<file path="src/rtl/readout_rx_pkg.sv">
// Shared definitions for the readout RX trial sequencer: FSM state encoding,
// bin-count zero point and a saturating up/down step helper.
package readout_rx_pkg;

    typedef enum logic [1:0] {
        RX_IDLE   = 2'd0,
        RX_ACCUM  = 2'd1,
        RX_DECIDE = 2'd2
    } rx_state_e;

    // Offset-binary zero point 2^(width-1); callers cast down to their width.
    function automatic logic [31:0] bin_zero_point(input int unsigned width);
        return 32'd1 << (width - 32'd1);
    endfunction

    // One saturating step within [0, max_value]; simultaneous up and down cancel.
    function automatic logic [31:0] sat_step(
        input logic [31:0] value,
        input logic [31:0] max_value,
        input logic        up,
        input logic        down
    );
        logic [31:0] result;
        result = value;
        if (up && !down) begin
            if (value < max_value) begin
                result = value + 32'd1;
            end else begin
                result = value;
            end
        end else if (down && !up) begin
            if (value != 32'd0) begin
                result = value - 32'd1;
            end else begin
                result = value;
            end
        end else begin
            result = value;
        end
        return result;
    endfunction

endpackage

</file>
<file path="src/rtl/readout_rx_sat_updown_counter.sv">
// Width-parameterised saturating up/down counter with synchronous load.
// Load has priority over counting; the count never wraps.
module readout_rx_sat_updown_counter #(
    parameter int unsigned       WIDTH       = 16,
    parameter logic [WIDTH-1:0]  RESET_VALUE = '0
) (
    input  logic             clk,
    input  logic             rst,
    input  logic             load_in,
    input  logic [WIDTH-1:0] load_value_in,
    input  logic             inc_in,
    input  logic             dec_in,
    output logic [WIDTH-1:0] count_out
);
    import readout_rx_pkg::*;

    localparam logic [31:0] MAX_VALUE = 32'((64'd1 << WIDTH) - 64'd1);

    logic [WIDTH-1:0] count_q;
    logic [WIDTH-1:0] count_d;

    // Next count: load, else one saturating step.
    always_comb begin
        count_d = count_q;
        if (load_in) begin
            count_d = load_value_in;
        end else begin
            count_d = WIDTH'(sat_step(32'(count_q), MAX_VALUE, inc_in, dec_in));
        end
    end

    // Count register.
    always_ff @(posedge clk) begin
        if (rst) begin
            count_q <= RESET_VALUE;
        end else begin
            count_q <= count_d;
        end
    end

    assign count_out = count_q;

endmodule

</file>
<file path="src/rtl/readout_rx_trial_sequencer.sv">
// Splits a discriminator sample stream into trials, keeps the cumulative
// offset-binary bin count and hands each trial boundary to the decision logic.
module readout_rx_trial_sequencer #(
    parameter int unsigned BIN_COUNTER_WIDTH           = 16,
    parameter int unsigned SAMPLE_COUNT_WIDTH          = 8,
    parameter int unsigned THRESHOLD_MEMORY_ADDR_WIDTH = 4
) (
    input  logic                                   clk,
    input  logic                                   rst,
    input  logic                                   start_in,
    input  logic [SAMPLE_COUNT_WIDTH-1:0]          num_samples_in,
    input  logic [THRESHOLD_MEMORY_ADDR_WIDTH-1:0] num_trials_in,
    input  logic                                   sample_valid_in,
    input  logic                                   sample_state_in,
    input  logic                                   decision_fin_in,
    output logic [BIN_COUNTER_WIDTH-1:0]           bin_count_out,
    output logic                                   finish_trial_out,
    output logic                                   last_trial_out,
    output logic [THRESHOLD_MEMORY_ADDR_WIDTH-1:0] threshold_addr_out,
    output logic                                   busy_out,
    output logic [THRESHOLD_MEMORY_ADDR_WIDTH-1:0] trials_used_out
);
    import readout_rx_pkg::*;

    localparam int unsigned SW = SAMPLE_COUNT_WIDTH;
    localparam int unsigned TW = THRESHOLD_MEMORY_ADDR_WIDTH;
    localparam logic [BIN_COUNTER_WIDTH-1:0] ZERO_POINT =
        BIN_COUNTER_WIDTH'(bin_zero_point(BIN_COUNTER_WIDTH));

    rx_state_e         state_q,       state_d;
    logic [SW-1:0]     num_samples_q, num_samples_d;
    logic [TW-1:0]     num_trials_q,  num_trials_d;
    logic [TW-1:0]     trial_idx_q,   trial_idx_d;
    logic [SW-1:0]     sample_cnt_q,  sample_cnt_d;
    logic [TW-1:0]     trials_used_q, trials_used_d;
    logic              finish_q,      finish_d;
    logic              last_q,        last_d;
    logic              busy_q,        busy_d;

    logic              bin_load_s;
    logic              bin_inc_s;
    logic              bin_dec_s;
    logic              sample_done_s;
    logic              is_last_s;
    logic [SW-1:0]     num_samples_eff_s;
    logic [BIN_COUNTER_WIDTH-1:0] bin_count_s;

    assign sample_done_s     = ((sample_cnt_q + SW'(1)) == num_samples_q);
    assign is_last_s         = (trial_idx_q == num_trials_q);
    assign num_samples_eff_s = (num_samples_in == '0) ? SW'(1) : num_samples_in;

    // Next-state and counter control for the IDLE/ACCUM/DECIDE sequencer.
    always_comb begin
        state_d       = state_q;
        num_samples_d = num_samples_q;
        num_trials_d  = num_trials_q;
        trial_idx_d   = trial_idx_q;
        sample_cnt_d  = sample_cnt_q;
        trials_used_d = trials_used_q;
        bin_load_s    = 1'b0;
        bin_inc_s     = 1'b0;
        bin_dec_s     = 1'b0;

        case (state_q)
            RX_IDLE: begin
                if (start_in) begin
                    num_samples_d = num_samples_eff_s;
                    num_trials_d  = num_trials_in;
                    trial_idx_d   = '0;
                    sample_cnt_d  = '0;
                    bin_load_s    = 1'b1;
                    state_d       = RX_ACCUM;
                end else begin
                    state_d = RX_IDLE;
                end
            end
            RX_ACCUM: begin
                if (sample_valid_in) begin
                    bin_inc_s = sample_state_in;
                    bin_dec_s = !sample_state_in;
                    if (sample_done_s) begin
                        sample_cnt_d = '0;
                        state_d      = RX_DECIDE;
                    end else begin
                        sample_cnt_d = sample_cnt_q + SW'(1);
                    end
                end else begin
                    state_d = RX_ACCUM;
                end
            end
            RX_DECIDE: begin
                // A missing decision on the final trial still ends the run.
                if (decision_fin_in || is_last_s) begin
                    trials_used_d = trial_idx_q;
                    state_d       = RX_IDLE;
                end else begin
                    trial_idx_d = trial_idx_q + TW'(1);
                    if (sample_valid_in) begin
                        bin_inc_s = sample_state_in;
                        bin_dec_s = !sample_state_in;
                        // This sample is sample 1 of the next trial.
                        if (num_samples_q == SW'(1)) begin
                            sample_cnt_d = '0;
                            state_d      = RX_DECIDE;
                        end else begin
                            sample_cnt_d = SW'(1);
                            state_d      = RX_ACCUM;
                        end
                    end else begin
                        sample_cnt_d = '0;
                        state_d      = RX_ACCUM;
                    end
                end
            end
            default: begin
                state_d = RX_IDLE;
            end
        endcase

        finish_d = (state_d == RX_DECIDE);
        last_d   = finish_d && (trial_idx_d == num_trials_d);
        busy_d   = (state_d != RX_IDLE);
    end

    // Sequencer state and registered handshake outputs.
    always_ff @(posedge clk) begin
        if (rst) begin
            state_q       <= RX_IDLE;
            num_samples_q <= SW'(1);
            num_trials_q  <= '0;
            trial_idx_q   <= '0;
            sample_cnt_q  <= '0;
            trials_used_q <= '0;
            finish_q      <= 1'b0;
            last_q        <= 1'b0;
            busy_q        <= 1'b0;
        end else begin
            state_q       <= state_d;
            num_samples_q <= num_samples_d;
            num_trials_q  <= num_trials_d;
            trial_idx_q   <= trial_idx_d;
            sample_cnt_q  <= sample_cnt_d;
            trials_used_q <= trials_used_d;
            finish_q      <= finish_d;
            last_q        <= last_d;
            busy_q        <= busy_d;
        end
    end

    readout_rx_sat_updown_counter #(
        .WIDTH       (BIN_COUNTER_WIDTH),
        .RESET_VALUE (ZERO_POINT)
    ) u_bin_counter (
        .clk           (clk),
        .rst           (rst),
        .load_in       (bin_load_s),
        .load_value_in (ZERO_POINT),
        .inc_in        (bin_inc_s),
        .dec_in        (bin_dec_s),
        .count_out     (bin_count_s)
    );

    assign bin_count_out      = bin_count_s;
    assign finish_trial_out   = finish_q;
    assign last_trial_out     = last_q;
    assign threshold_addr_out = trial_idx_q;
    assign busy_out           = busy_q;
    assign trials_used_out    = trials_used_q;

endmodule

</file>
<file path="config.mk">
export PLATFORM = sky130hd
export DESIGN_NAME = readout_rx_trial_sequencer
export DESIGN_NICKNAME = d
export VERILOG_FILES = /design/src/rtl/readout_rx_pkg.sv /design/src/rtl/readout_rx_sat_updown_counter.sv /design/src/rtl/readout_rx_trial_sequencer.sv
export SDC_FILE = /design/constraint.sdc
export NUM_CORES = 1
export LEC_CHECK = 0
export ABC_CLOCK_PERIOD_IN_PS = 11300
export BUFFER_PORTS_ARGS = -buffer_cell sky130_fd_sc_hd__clkbuf_2
export CAP_MARGIN = 0
export CORE_MARGIN = 3
export CORE_UTILIZATION = 63
export CTS_CLUSTER_DIAMETER = 120
export DETAILED_ROUTE_END_ITERATION = 10
export PLACE_DENSITY = 0.95
export SLEW_MARGIN = 20
export SYNTH_ARGS = -nofsm -noshare
export SYNTH_HDL_FRONTEND = slang
export SYNTH_HIERARCHICAL = 1
export SYNTH_SLANG_ARGS = --single-unit
</file>
<file path="constraint.sdc">
create_clock -name clk -period 11.3 [get_ports clk]
set_input_delay 2.26 -clock clk [delete_from_list [all_inputs] [get_ports clk]]
set_output_delay 2.26 -clock clk [all_outputs]
set_load 0.05 [all_outputs]
</file>
==> flow_summary.json <==
{
  "run_status": "complete, no violations",
  "die_y_microns": 81.2,
  "vias_per_cell": 6.49,
  "wl_per_cell_microns": 16.9,
  "synth_warnings": 6,
  "final.period_utilization": 0.496,
  "count_of_hold_fix_buffers_inserted_at_cts": 0,
  "cts_tree": "built",
  "root_buffer_master": "clkbuf_8",
  "min-delay-path-class": "reg -> reg",
  "postPlaceCellArea_sq_um": 3840,
  "post_synthesis_instance_area_sq_um": 3560,
  "crit_path_start_kind": "primary input",
  "detail_route.wirelength_microns": 9590,
  "vdd_ir_drop_max_mv": 0.0778,
  "die_w_microns": 81.2,
  "synth_cells": 452,
  "clock_skew_ns": 0.0104,
  "grt_max_degree": 46,
  "timing.critical_path.max_delay_family": "simple AND/OR/NAND/NOR gates",
  "grt_pass1_wl_microns": 15400,
  "synth-async-reset-ratio": 0,
  "crit_path_end_kind": "register",
  "setup_viol": 0,
  "clkSlewWorstSetupHoldPaths_ns": 0.09,
  "fmax_mhz": 178,
  "syn_avg_cell_area_sq_um": 7.88,
  "core-area_sq_um": 5270,
  "max-cap-violations": 0,
  "setup_total_negative_slack_ns": 0,
  "finalInstanceArea_sq_um": 3960,
  "cp_cell_sequence": "clkbuf_2 > nor2b_1 > o41a_1 > nor2_1 > nor3_1 > nand2b_1 > inv_1 > fa_1 > nand2b_1 > a21o_1 > a211oi_1 > nor2_1 > a211o_1 > a21oi_1",
  "cts-htree-levels": 2,
  "gp_congestion": 1.02,
  "number_of_global_route_vias_before_repair": 3413,
  "timing.critical_path.arrival_ns": 5.85,
  "floorplan.die_area_sq_um": 6590,
  "dr_total_vias": 3692,
  "antenna_cells_inserted": 0,
  "final-max-slew-violation-count": 0,
  "synth_seq_cells": 49,
  "synth_enable_flop_cells": 0,
  "ant_nets": 0,
  "relSlewSlack": 0.273,
  "clock_sinks": 49,
  "antenna_found_initial": 0,
  "grt_setup_unrepaired": "false",
  "stdcell_count": 569,
  "num_rows": 26,
  "total_cts_buffers": 5,
  "placement.io_buffers": 44,
  "floorplan.initialDensity": 0.676,
  "critical_path.max_stage_delay_ns": 0.71,
  "clock_path_buffers": 2,
  "clk_latency_ns": 0.31,
  "cts-resized-gates": 0,
  "first_pass_iters": 5,
  "critPathKind": "in -> reg",
  "drive_gt1_frac": 0.130,
  "nets": 539,
  "total_count_of_hold_check_failures_in_the_final_report": 0,
  "detail_route.iter0.violations": 379,
  "grt.overflow.total": 0,
  "critPathBufInv": 2,
  "hold-worst-slack_ns": 0.500,
  "final.min_clock_period_ns": 5.61,
  "hpwl_microns": 6760,
  "worst_slew_pin_slew_ns": 1.09,
  "critPathRequiredTime_ns": 11.55,
  "global_route.usage.total": 0.293,
  "dominantRegCellSynth": "dfxtp_1",
  "ys_seq_area_frac": 0.275,
  "crit_fanout": 19,
  "timing.critical_path.slowest_stage_cell": "nand2b_1",
  "post-place-cells": 561,
  "drc_violations": 0,
  "synthDistinctLibCells": 63,
  "area_delta_synth_final_pct": 11.0,
  "static_leakage_nw": 1.71,
  "pin_count": 45,
  "fin_total_pwr_w": 0.000505,
  "p_per_area_nw_per_um2": 128,
  "cts_setup_buffers": 0
}
tightest hold or removal path: cells and delay by family, from the launching register on:
| family | cells | cell delay (ns) |
|---|---|---|
| flops | 1 | 0.34 |
| simple gates | 1 | 0.06 |
| compound gates | 1 | 0.06 |
routing by layer:
metal	up-vias	share of wire	global-route usage
li1	1746	-	-
met1	1703	0.41	0.359
met2	207	0.48	0.493
met3	36	0.081	0.0621
met4	0	0.027	0.133
met5	-	0	0
registers in the layout (all words and copies together) (netlist names):
register,count
u_bin_counter/count_out,16
num_samples_q,8
sample_cnt_q,8
num_trials_q,4
threshold_addr_out,4
trials_used_out,4
state_q,2
busy_out,1
finish_trial_out,1
last_trial_out,1
path summary, 6_finish.rpt:
kind	start	endpoint	slack, ns	depth (start not counted)
hold reg to reg	num_samples_q[1]$_SDFFE_PP0P_	num_samples_q[1]$_SDFFE_PP0P_	0.50	2
hold / removal	num_samples_q[1]$_SDFFE_PP0P_	num_samples_q[1]$_SDFFE_PP0P_	0.50	2
setup / recovery	decision_fin_in	u_bin_counter/count_out[14]$_SDFFE_PP0P_	5.69	14
setup reg to reg	state_q[0]$_SDFF_PP0_	u_bin_counter/count_out[14]$_SDFFE_PP0P_	6.79	15
kinds of logic after synthesis:
group | after synthesis | synth area share
buffers and inverters | 41 | 0.0464
AOI/OAI and AO/OA | 125 | 0.245
xor gates and xnor gates | 25 | 0.0615
DFF | 49 | 0.275
and+or+nand+nor | 175 | 0.253
muxes | 12 | 0.0337
adders and majority gates | 23 | 0.0829
other | 2 | 0.00211
synthesized netlist by cell type, types with 12 or more instances:
cell	count	area [sq um]
a21oi_1	37	185
dfxtp_1	49	981
ha_1	22	275
inv_1	21	78.8
mux2i_1	12	120
nand2_1	47	176
nand4_1	13	81.3
nor2_1	41	154
nor3_1	14	70.1
o21ai_0	17	85.1
xor2_1	17	149
through the flow:
stage	utilization	worst slack [ns]
after detailed placement	0.729	5.47
after global routing	0.750	5.45
final	0.750	5.69
after CTS	0.750	5.78
after floorplan	-	6.15
after global placement	0.729	5.76
power breakdown:
| group | internal, W | total (W) | switching [W] |
|---|---|---|---|
| logic | 0.0000635 | 0.000179 | 0.000115 |
| clock network | 0.0000665 | 0.000128 | 0.0000618 |
| registers | 0.000183 | 0.000197 | 0.0000144 |
area by class of cell:
cell class                      count  area [sq um]
Inverter                           21          78.8
Tap cell                           70          87.6
Clock buffer                        6          72.6
Multi-Input combinational cell    376          2470
Clock inverter                      2          38.8
Timing Repair Buffer               45           228
Sequential cell                    49           981
Fill cell                         394          1320
cells in the final DEF (no fill, tap or decap), types with 4 or more instances in the layout:
master,n
dfxtp_1,49
nand2_1,47
clkbuf_2,44
nor2_1,41
a21oi_1,37
ha_1,22
inv_1,21
xor2_1,17
o21ai_0,17
conb_1,16
nor3_1,14
nand4_1,13
mux2i_1,12
nor4_1,10
a211oi_1,8
nand3_1,8
xnor2_1,8
o211ai_1,8
a21o_1,8
a31oi_1,7
a211o_1,6
nor2b_1,5
and3_1,5
o31ai_1,5
and2_1,5
clkbuf_8,5
nor3b_1,4
nand2b_1,4
No activity file was read; power rests on OpenSTA's default activity.
